==> config.mk <==
export PLATFORM = sky130hd
export DESIGN_NAME = sevenseg_scan_flat
export DESIGN_NICKNAME = d
export VERILOG_FILES = /design/src/rtl/mips_display_pkg.sv /design/src/rtl/sevenseg_scan_if.sv /design/src/rtl/hex_to_sevenseg.sv /design/src/rtl/sevenseg_scan.sv /design/src/flat_wrapper.sv
export SDC_FILE = /design/constraint.sdc
export NUM_CORES = 1
export LEC_CHECK = 0
export CAP_MARGIN = 20
export CELL_PAD_IN_SITES_DETAIL_PLACEMENT = 1
export CELL_PAD_IN_SITES_GLOBAL_PLACEMENT = 1
export CORE_MARGIN = 2
export CORE_UTILIZATION = 45
export CTS_CLUSTER_SIZE = 16
export DETAILED_ROUTE_END_ITERATION = 12
export PLACE_DENSITY_LB_ADDON = 0.1
export SLEW_MARGIN = 20
export SYNTH_ARGS = -nofsm -noshare
export SYNTH_HDL_FRONTEND = slang
export SYNTH_SLANG_ARGS = --single-unit
export TNS_END_PERCENT = 50
==> constraint.sdc <==
create_clock -name clk -period 4.66 [get_ports clk]
set_input_delay 0.466 -clock clk [delete_from_list [all_inputs] [get_ports clk]]
set_output_delay 0.466 -clock clk [all_outputs]
set_load 0.03 [all_outputs]
==> src/rtl/mips_display_pkg.sv <==
// rtl/mips_display_pkg.sv - shared types, constants and hex7 table for the seven-segment scanner
// Contents: NUM_DIGITS, seg_t/an_t, SEG_OFF/AN_OFF, slot_state_t, HEX7_TABLE (active-low gfedcba).
package mips_display_pkg;

  localparam int NUM_DIGITS = 4;

  typedef logic [6:0] seg_t;
  typedef logic [3:0] an_t;

  localparam seg_t SEG_OFF = 7'b1111111;
  localparam an_t  AN_OFF  = 4'b1111;

  typedef enum logic {
    BLANK = 1'b0,
    DRIVE = 1'b1
  } slot_state_t;

  // Entry n is the active-low {g,f,e,d,c,b,a} pattern for hex digit n.
  localparam logic [15:0][6:0] HEX7_TABLE = {
    7'b0001110,  // F
    7'b0000110,  // E
    7'b0100001,  // d
    7'b1000110,  // C
    7'b0000011,  // b
    7'b0001000,  // A
    7'b0010000,  // 9
    7'b0000000,  // 8
    7'b1111000,  // 7
    7'b0000010,  // 6
    7'b0010010,  // 5
    7'b0011001,  // 4
    7'b0110000,  // 3
    7'b0100100,  // 2
    7'b1111001,  // 1
    7'b1000000   // 0
  };

endpackage

==> src/rtl/sevenseg_scan_if.sv <==
// rtl/sevenseg_scan_if.sv - display bundle between the value source and the scanner
// Signals: value[15:0] (source -> scanner), an[3:0] and seg[6:0] (scanner -> board pins).
// Modports: master = value source / observer, slave = sevenseg_scan.
interface sevenseg_scan_if;
  import mips_display_pkg::*;

  logic [15:0] value;
  an_t         an;
  seg_t        seg;

  modport master (output value, input an, input seg);
  modport slave  (input value, output an, output seg);
endinterface

==> src/rtl/hex_to_sevenseg.sv <==
// rtl/hex_to_sevenseg.sv - combinational nibble to active-low seven-segment decoder
// Ports: nibble[3:0] in, seg[6:0] out ({g,f,e,d,c,b,a}, active-low).
module hex_to_sevenseg
  import mips_display_pkg::*;
(
  input  logic [3:0] nibble,
  output seg_t       seg
);

  assign seg = HEX7_TABLE[nibble];

endmodule

==> src/rtl/sevenseg_scan.sv <==
// rtl/sevenseg_scan.sv - 4-digit multiplexed common-anode display scanner with per-frame snapshot
// Ports: clk, reset_n (async active-low), disp (sevenseg_scan_if.slave: value in, an/seg out).
// Parameters: REFRESH_DIV (cycles per digit slot, >= 2), BLANK_CYC (blank cycles at slot start, < REFRESH_DIV).
// Optional macro SEVSEG_LZB_EN: leading-zero blanking of digits 3..1.
module sevenseg_scan
  import mips_display_pkg::*;
#(
  parameter int REFRESH_DIV = 50000,
  parameter int BLANK_CYC   = 500
) (
  input  logic           clk,
  input  logic           reset_n,
  sevenseg_scan_if.slave disp
);

  localparam int CW = $clog2(REFRESH_DIV);
  localparam int IW = $clog2(NUM_DIGITS);
  localparam slot_state_t RESET_STATE = (BLANK_CYC == 0) ? DRIVE : BLANK;

  logic [CW-1:0] cnt, cnt_n;
  logic [IW-1:0] idx, idx_n;
  logic [15:0]   frame, frame_n;
  slot_state_t   state, state_n;
  an_t           an_n;
  seg_t          seg_n;

  logic          slot_end;
  logic [15:0]   frame_shift;
  seg_t          seg_dec;
  logic          lz_blank;

  assign slot_end = (cnt == CW'(REFRESH_DIV - 1));

  // Shifting the next frame right by the next digit's nibble offset gives
  // that digit in the low nibble and, above it, every more significant digit.
  assign frame_shift = frame_n >> {idx_n, 2'b00};

  hex_to_sevenseg u_hex (
    .nibble (frame_shift[3:0]),
    .seg    (seg_dec)
  );

`ifdef SEVSEG_LZB_EN
  // Digit blanked when it and all more significant digits are zero; digit 0 always shows.
  assign lz_blank = (idx_n != '0) && (frame_shift == 16'h0000);
`else
  assign lz_blank = 1'b0;
`endif

  always_ff @(posedge clk or negedge reset_n) begin
    if (!reset_n) begin
      cnt       <= '0;
      idx       <= '0;
      frame     <= 16'h0000;
      state     <= RESET_STATE;
      disp.an   <= AN_OFF;
      disp.seg  <= SEG_OFF;
    end else begin
      cnt       <= cnt_n;
      idx       <= idx_n;
      frame     <= frame_n;
      state     <= state_n;
      disp.an   <= an_n;
      disp.seg  <= seg_n;
    end
  end

  // Outputs are decoded from next-state values so the registered an/seg line
  // up with the registered (cnt, idx, frame) in the same cycle.
  always_comb begin
    cnt_n   = slot_end ? '0 : cnt + 1'b1;
    idx_n   = slot_end ? idx + 1'b1 : idx;
    // Snapshot only at the end of the last slot so a frame never tears.
    frame_n = (slot_end && idx == IW'(NUM_DIGITS - 1)) ? disp.value : frame;

    state_n = state;
    if (cnt_n == '0) begin
      state_n = RESET_STATE;
    end else if (int'(cnt_n) == BLANK_CYC) begin
      state_n = DRIVE;
    end

    an_n  = AN_OFF;
    seg_n = SEG_OFF;
    if (state_n == DRIVE && !lz_blank) begin
      an_n  = ~(an_t'(1) << idx_n);
      seg_n = seg_dec;
    end
  end

endmodule
==> src/flat_wrapper.sv <==
// flat-port wrapper written by rule: the top's interface ports become plain ports
module sevenseg_scan_flat import mips_display_pkg::*;
#(
  parameter int REFRESH_DIV = 50000,
  parameter int BLANK_CYC   = 500
)
  (clk, reset_n, disp_value, disp_an, disp_seg);
  sevenseg_scan_if disp_i ();
  input  logic clk;
  input  logic reset_n;
  input wire logic [$bits(disp_i.value)-1:0] disp_value;
  output wire logic [$bits(disp_i.an)-1:0] disp_an;
  output wire logic [$bits(disp_i.seg)-1:0] disp_seg;
  assign disp_i.value = disp_value;
  assign disp_an = disp_i.an;
  assign disp_seg = disp_i.seg;
  sevenseg_scan #(.REFRESH_DIV(REFRESH_DIV), .BLANK_CYC(BLANK_CYC)) u_core (.clk(clk), .reset_n(reset_n), .disp(disp_i));
endmodule
# [After elaboration in Yosys (flattened, before gate mapping)]
# Memories as Yosys holds them, arrays and structs flattened.
# Cells that the tools add are included.
[totals] latchBits=0 output_inout_bits=11 mem_bits_rw=0 regBits=46 inputBits=18 n_memories=1 rom_bits=112
[memory_table] name="(name not given)" depth=16 width=7 read_ports=1 rd_clocked_by_memory_dff=0 write_ports=0 line_no="hex_to_sevenseg.sv:10" rtl="assign seg = HEX7_TABLE[nibble];"
[op_classes] n_shift=2 n_div=0 n_mux=8 eq_ne=3 n_reduce_logical=2 addsub=2 magnitude_cmp=1 bitwise=1 mul=0
[ops] cell="two-way mux 16 bit" n=2
[ops] cell="adder 16 x 1 -> 16 bit (second input constant)" n=1
[ops] cell="== test 16 x 10 -> 1 bit (second input constant)" n=1
[ops] cell="== test 16 bit (second input constant)" n=1
[ops] cell="zero test 16 bit" n=1
[ops] cell="right shift 16 x 4 -> 4 bit" n=1
[ops] cell="two-way mux 7 bit" n=2
[ops] cell="less-than comparator 4 x 5 -> 1 bit (second input constant)" n=1
[ops] cell="two-way mux 4 bit" n=1
[ops] cell="inverter 4 bit" n=1
[ops] cell="<< shifter 1 x 2 -> 4 bit (first input constant)" n=1
[ops] cell="adder 2 x 1 -> 2 bit (second input constant)" n=1
[ops] cell="== test 2 bit (second input constant)" n=1
[ops] cell="two-way mux 1 bit" n=2
[ops] cell="two-way mux 2 bit" n=1
[ops] cell="logical AND 1 bit" n=1

# [Logic depth before layout (Yosys ltp)]
[depth] ltp_word=7 ltp_mapped=15 depth_no_buf=13

# [Modules after synthesis]
# A second synthesis with hierarchy kept.
[unflattened] cells_unflattened=238 area_unflattened_um2=2663.8
[by_module_without_submodules] mod="sevenseg_scan" seq_area_each_um2=1164.9 cells_each=206 n_inst=1 area_each_um2=2388.5
[by_module_without_submodules] mod="hex_to_sevenseg" seq_area_each_um2=0.0 cells_each=32 n_inst=1 area_each_um2=275.3

# [Worst setup path after synthesis]
# OpenSTA, ideal clock, no wires.
[synth_timing] path_type="reg2reg" start="reg u_core.cnt[13]" end="reg u_core.disp.seg[0]" setup_ns=0.079 path_slack_ns=1.418 arrival_time_ns=3.163 stages_incl_launch_ff=13 period_less_slack_ns=3.242 path_buffers=0 t_required_ns=4.581 path_cell_list="dfrtp_1 or4b_4 nor4_4 mux2i_1 clkinv_1 mux2_2 mux2i_4 ha_1 inv_1 and2_1 o21ai_0 a21boi_1 o21ai_0"
[synth_via] word_cells_on_any_way=14 cone_classes="1 x add/sub; 2 x eq/ne; 1 x shift; 7 x mux; 2 x reduce/logical; 1 x memory"
[synth_rtl] element="start: declaration" line_no="sevenseg_scan.sv:20" rtl="logic [CW-1:0] cnt, cnt_n;"
[synth_rtl] element="start signal: assignment" line_no="sevenseg_scan.sv:59" rtl="cnt <= cnt_n;"
[synth_rtl] element="== test 16 bit" line_no="sevenseg_scan.sv:32" rtl="assign slot_end = (cnt == CW'(REFRESH_DIV - 1));"
[synth_rtl] element="two-way mux 2 bit" line_no="sevenseg_scan.sv:72" rtl="idx_n = slot_end ? idx + 1'b1 : idx;"
[synth_rtl] element="net u_core.idx_n[1]" line_no="sevenseg_scan.sv:21" rtl="logic [IW-1:0] idx, idx_n;"
[synth_rtl] element="right shift 16 x 4 -> 4 bit" line_no="sevenseg_scan.sv:36" rtl="assign frame_shift = frame_n >> {idx_n, 2'b00};"
[synth_rtl] element="memory (16 x 7 bit)"
[synth_rtl] element="two-way mux 7 bit (implied by the code)" line_no="hex_to_sevenseg.sv:10"
[synth_rtl] element="two-way mux 7 bit" line_no="sevenseg_scan.sv:85" rtl="if (state_n == DRIVE && !lz_blank) begin"
[synth_rtl] element="net u_core.seg_n[0]" line_no="sevenseg_scan.sv:25" rtl="seg_t seg_n;"
[synth_rtl] element="end signal: assignment" line_no="sevenseg_scan.sv:64" rtl="disp.seg <= seg_n;"
[synth_rtl] element="end: declaration" line_no="sevenseg_scan_if.sv:12" rtl="modport slave (input value, output an, output seg);"
# The timed path passes the listed nets, and every way through them passes these cells. The select of a mux whose other input is x is not followed.

# [Worst setup path in the final report]
[layout_timing] start="reg u_core.idx[1]" end="reg u_core.disp.seg[0]"
[layout_via] elab_chain_len=7 word_cells_on_any_way=9 cone_classes="1 x add/sub; 1 x eq/ne; 1 x shift; 4 x mux; 1 x reduce/logical; 1 x memory"
[layout_rtl] element="start: declaration" line_no="sevenseg_scan.sv:21"
[layout_rtl] element="start signal: assignment" line_no="sevenseg_scan.sv:60" rtl="idx <= idx_n;"
[layout_rtl] element="== test 2 bit" line_no="sevenseg_scan.sv:74" rtl="frame_n = (slot_end && idx == IW'(NUM_DIGITS - 1)) ? disp.value : frame;"
[layout_rtl] element="logical AND 1 bit" line_no="sevenseg_scan.sv:74"
[layout_rtl] element="two-way mux 16 bit" line_no="sevenseg_scan.sv:74"
[layout_rtl] element="net u_core.frame_n[13]" line_no="sevenseg_scan.sv:22" rtl="logic [15:0] frame, frame_n;"
[layout_rtl] element="right shift 16 x 4 -> 4 bit" line_no="sevenseg_scan.sv:36"
[layout_rtl] element="memory (16 x 7 bit)"
[layout_rtl] element="two-way mux 7 bit (implied by the code)" line_no="hex_to_sevenseg.sv:10"
[layout_rtl] element="two-way mux 7 bit" line_no="sevenseg_scan.sv:85"
[layout_rtl] element="net u_core.seg_n[0]" line_no="sevenseg_scan.sv:25"
# The timed path passes the listed nets, and every way through them passes these cells. The select of a mux whose other input is x is not followed.

==> impl_metrics.env <==
export IMPL_result_of_the_run="completed"
export IMPL_min_path_type="in2async"
export IMPL_irDropWorstVdd_mv=0.186
export IMPL_die_area_um2=6810
export IMPL_share_of_synthesized_registers_carrying_an_async_set_or_reset=1.00
export IMPL_min_period_over_period=0.828
export IMPL_number_of_unique_standard_cell_types_used_by_synthesis=56
export IMPL_max_slew_worst_pin_slew_ps=986
export IMPL_final_layout_size_suffix_gt1_frac=0.211
export IMPL_fmax_mhz=259
export IMPL_post_synth_main_area_contributors="sky130_fd_sc_hd__dfrtp_1 (32%), sky130_fd_sc_hd__dfstp_2 (10%), sky130_fd_sc_hd__mux2_2 (8.9%), sky130_fd_sc_hd__mux2i_1 (6.1%), sky130_fd_sc_hd__ha_1 (3.2%)"
export IMPL_layout_cell_area_non_filler_um2=3220
export IMPL_critical_path_reg2reg_startpoint="u_core.idx[1]$_DFF_PN0_"
export IMPL_area_growth_pct=16.0
export IMPL_dpl_worst_slack_ps=839
export IMPL_synth_area_um2=2780
export IMPL_route_detailed_wl_per_inst_um=17.5
export IMPL_max_root_sink_buffers=2
export IMPL_number_of_violations_reported_at_the_end_of_detailed_routing_iteration_0=30
export IMPL_route_detailed_drc=0
export IMPL_vias_per_cell=5.72
export IMPL_timing_clock_skew_ps=13.7
export IMPL_vias=2025
export IMPL_timing_reg2reg_setup_slack_ps=800
export IMPL_grt_overflow=0
export IMPL_p_total_uw=837
export IMPL_synth_flop_cell="sky130_fd_sc_hd__dfrtp_1"
export IMPL_start_util=0.466
export IMPL_synth_fp_nets=282
export IMPL_finalWirelength_um=6200
export IMPL_crit_path_end_kind="register"
export IMPL_worst_setup_path_start_kind="register"
export IMPL_port_buffers=28
export IMPL_path_class="reg2reg"
export IMPL_post_cts_resize_count=0
export IMPL_detailedPlacementHpwl_um=4530
export IMPL_setup_viol=0
export IMPL_placedInstanceArea_um2=3080
export IMPL_synth_area_leader_cell="sky130_fd_sc_hd__dfrtp_1"
export IMPL_r2r_end="u_core.disp.seg[0]$_DFF_PN1_"
export IMPL_min_period_ps=3860
export IMPL_power_leakage_uw=0.00127
export IMPL_synth_seq_cells=46
export IMPL_crit_required_ps=4880
export IMPL_timing_critical_path_fanout_max=19
export IMPL_tritoncts_clock_tree="yes"
export IMPL_layout_core_utilization=0.541
export IMPL_grt_first_pass_wirelength_um=10500
export IMPL_final_nets=303
export IMPL_r2r_worst_path_cells=12
export IMPL_powerDensity_nw_per_um2=260
export IMPL_cts_hold_buffers=0
export IMPL_max_cap_violations=0
export IMPL_h_tree_depth=2
export IMPL_slew_violations=0
export IMPL_worst_slew_margin_rel=0.340
export IMPL_setup_repair_after_global_routing_missed_its_margin="false"
export IMPL_synth_seq_area_share=0.420
export IMPL_die_width_um=82.6
export IMPL_yosysTopAreaCellShare=0.315
export IMPL_cts_post_setup_buffers_inserted=0
export IMPL_gp_congestion=0.799
export IMPL_critical_path_arrival_ps=4080
export IMPL_synth_edf_count=0
export IMPL_setup_total_negative_slack_ps=0
export IMPL_hold_viol_final=0
export IMPL_postSynthCellCount=257
export IMPL_synth_warn=0
export IMPL_antenna_cells=0
export IMPL_syn_area_per_cell_um2=10.8
export IMPL_clk_pin_slew_ps=100
export IMPL_crit_start="u_core.idx[1]$_DFF_PN0_"
export IMPL_first_global_vias=2109
export IMPL_cts_inserted_buffers=5
export IMPL_grt_total_usage=0.204
export IMPL_insertion_delay_ps=310
export IMPL_core_area_um2=5960
export IMPL_post_route_worst_setup_slack_ps=802
export IMPL_grt_start_max_net_pins=47
export IMPL_ios=29
export IMPL_drt_pass1_iter_count=4
export IMPL_cts_sinks=46
export IMPL_antenna_found_initial=0
export IMPL_final_antenna_net_count=0
export IMPL_rows=28
export IMPL_cts_root_buf="sky130_fd_sc_hd__clkbuf_8"
export IMPL_chip_height_um=82.6
[logic make-up (layout without fill, tap and decap cells)]
family / after synthesis / after routing / synth area share
xor+xnor: 16 / 16 / 0.0532
mux: 45 / 45 / 0.192
buf+inv: 27 / 49 / 0.0442
simple gates: 83 / 83 / 0.171
flops: 46 / 46 / 0.420
fa+ha+maj: 7 / 7 / 0.0315
compound gates: 33 / 33 / 0.0888
[per-stage QoR]
step                instances  hold slack, ps
floorplan                 257             170
global placement          346             487
detailed placement        346             489
CTS                       354             391
global route              354             193
finish                    354             149
[synthesized netlist by cell type (3+ instances only)]
master / number
sky130_fd_sc_hd__a21oi_1: 3
sky130_fd_sc_hd__and2_1: 5
sky130_fd_sc_hd__clkbuf_1: 11
sky130_fd_sc_hd__dfrtp_1: 35
sky130_fd_sc_hd__dfstp_2: 11
sky130_fd_sc_hd__ha_1: 7
sky130_fd_sc_hd__inv_1: 7
sky130_fd_sc_hd__inv_2: 3
sky130_fd_sc_hd__mux2_2: 22
sky130_fd_sc_hd__mux2i_1: 17
sky130_fd_sc_hd__mux4_2: 3
sky130_fd_sc_hd__nand2_1: 12
sky130_fd_sc_hd__nand2b_1: 6
sky130_fd_sc_hd__nand3_1: 13
sky130_fd_sc_hd__nand4_1: 5
sky130_fd_sc_hd__nor2_1: 16
sky130_fd_sc_hd__nor2b_1: 6
sky130_fd_sc_hd__nor3_1: 5
sky130_fd_sc_hd__nor4_1: 3
sky130_fd_sc_hd__o211ai_1: 6
sky130_fd_sc_hd__o21ai_0: 7
sky130_fd_sc_hd__xnor2_1: 7
sky130_fd_sc_hd__xor2_1: 8
[worst max-delay path, cell delays in order, from the launching register on]
cell	delay, ps
sky130_fd_sc_hd__dfrtp_1	590
sky130_fd_sc_hd__ha_1	470
sky130_fd_sc_hd__nand4_1	190
sky130_fd_sc_hd__or4_4	700
sky130_fd_sc_hd__mux2_2	340
sky130_fd_sc_hd__mux2_2	290
sky130_fd_sc_hd__mux2i_4	210
sky130_fd_sc_hd__ha_1	300
sky130_fd_sc_hd__inv_1	80
sky130_fd_sc_hd__and2_1	140
sky130_fd_sc_hd__o21ai_0	150
sky130_fd_sc_hd__a21boi_1	80
sky130_fd_sc_hd__o21ai_0	220
[power by group]
part / internal, uW / leakage, uW / switching, uW
registers: 406 / 0.000553 / 3.95
clock network: 215 / 0.0000683 / 147
logic: 32.9 / 0.000652 / 31.8
[per-layer routing]
metal | track usage | vias to the layer above | wire length [um]
li1 | - | 968 | -
met1 | 0.254 | 1033 | 2750
met2 | 0.368 | 19 | 3270
met3 | 0.0402 | 5 | 130
met4 | 0.0393 | 0 | 55
met5 | 0 | - | 0
[worst max-delay path by stage]
stage	endpoint	slack, ps
2_1_floorplan	u_core.disp.seg[0]$_DFF_PN1_	1420
3_3_place_gp	u_core.disp.seg[0]$_DFF_PN1_	980
3_5_place_dp	u_core.disp.seg[0]$_DFF_PN1_	840
4_1_cts	u_core.disp.seg[0]$_DFF_PN1_	780
5_1_grt	u_core.disp.seg[0]$_DFF_PN1_	510
6_report	u_core.disp.seg[0]$_DFF_PN1_	800
[sequential cells by signal, summed over array words and instances (netlist names)]
register and cells:
u_core.cnt 16, u_core.state 1, u_core.disp.seg 7, u_core.disp.an 4
u_core.idx 2, u_core.frame 16
[final cells by class]
cell class | instances | area [um2]
Clock buffer | 5 | 68.8
Inverter | 11 | 41.3
Tap cell | 75 | 93.8
Fill cell | 649 | 2740
Sequential cell | 46 | 1160
Multi-Input combinational cell | 184 | 1490
Timing Repair Buffer | 30 | 293
Clock inverter | 3 | 68.8
[layout by cell type (no fill, tap or decap), types with 6 or more instances in the layout]
| cell | synthesis | routed |
|---|---|---|
| sky130_fd_sc_hd__xnor2_1 | 7 | 7 |
| sky130_fd_sc_hd__mux2i_1 | 17 | 17 |
| sky130_fd_sc_hd__dfstp_2 | 11 | 11 |
| sky130_fd_sc_hd__inv_1 | 7 | 7 |
| sky130_fd_sc_hd__xor2_1 | 8 | 8 |
| sky130_fd_sc_hd__nor2_1 | 16 | 16 |
| sky130_fd_sc_hd__clkdlybuf4s50_1 | 0 | 27 |
| sky130_fd_sc_hd__nor2b_1 | 6 | 6 |
| sky130_fd_sc_hd__nand3_1 | 13 | 13 |
| sky130_fd_sc_hd__o211ai_1 | 6 | 6 |
| sky130_fd_sc_hd__dfrtp_1 | 35 | 35 |
| sky130_fd_sc_hd__o21ai_0 | 7 | 7 |
| sky130_fd_sc_hd__nand2_1 | 12 | 12 |
| sky130_fd_sc_hd__mux2_2 | 22 | 22 |
| sky130_fd_sc_hd__nand2b_1 | 6 | 6 |
| sky130_fd_sc_hd__ha_1 | 7 | 7 |
(Power assumes the default switching activity.)
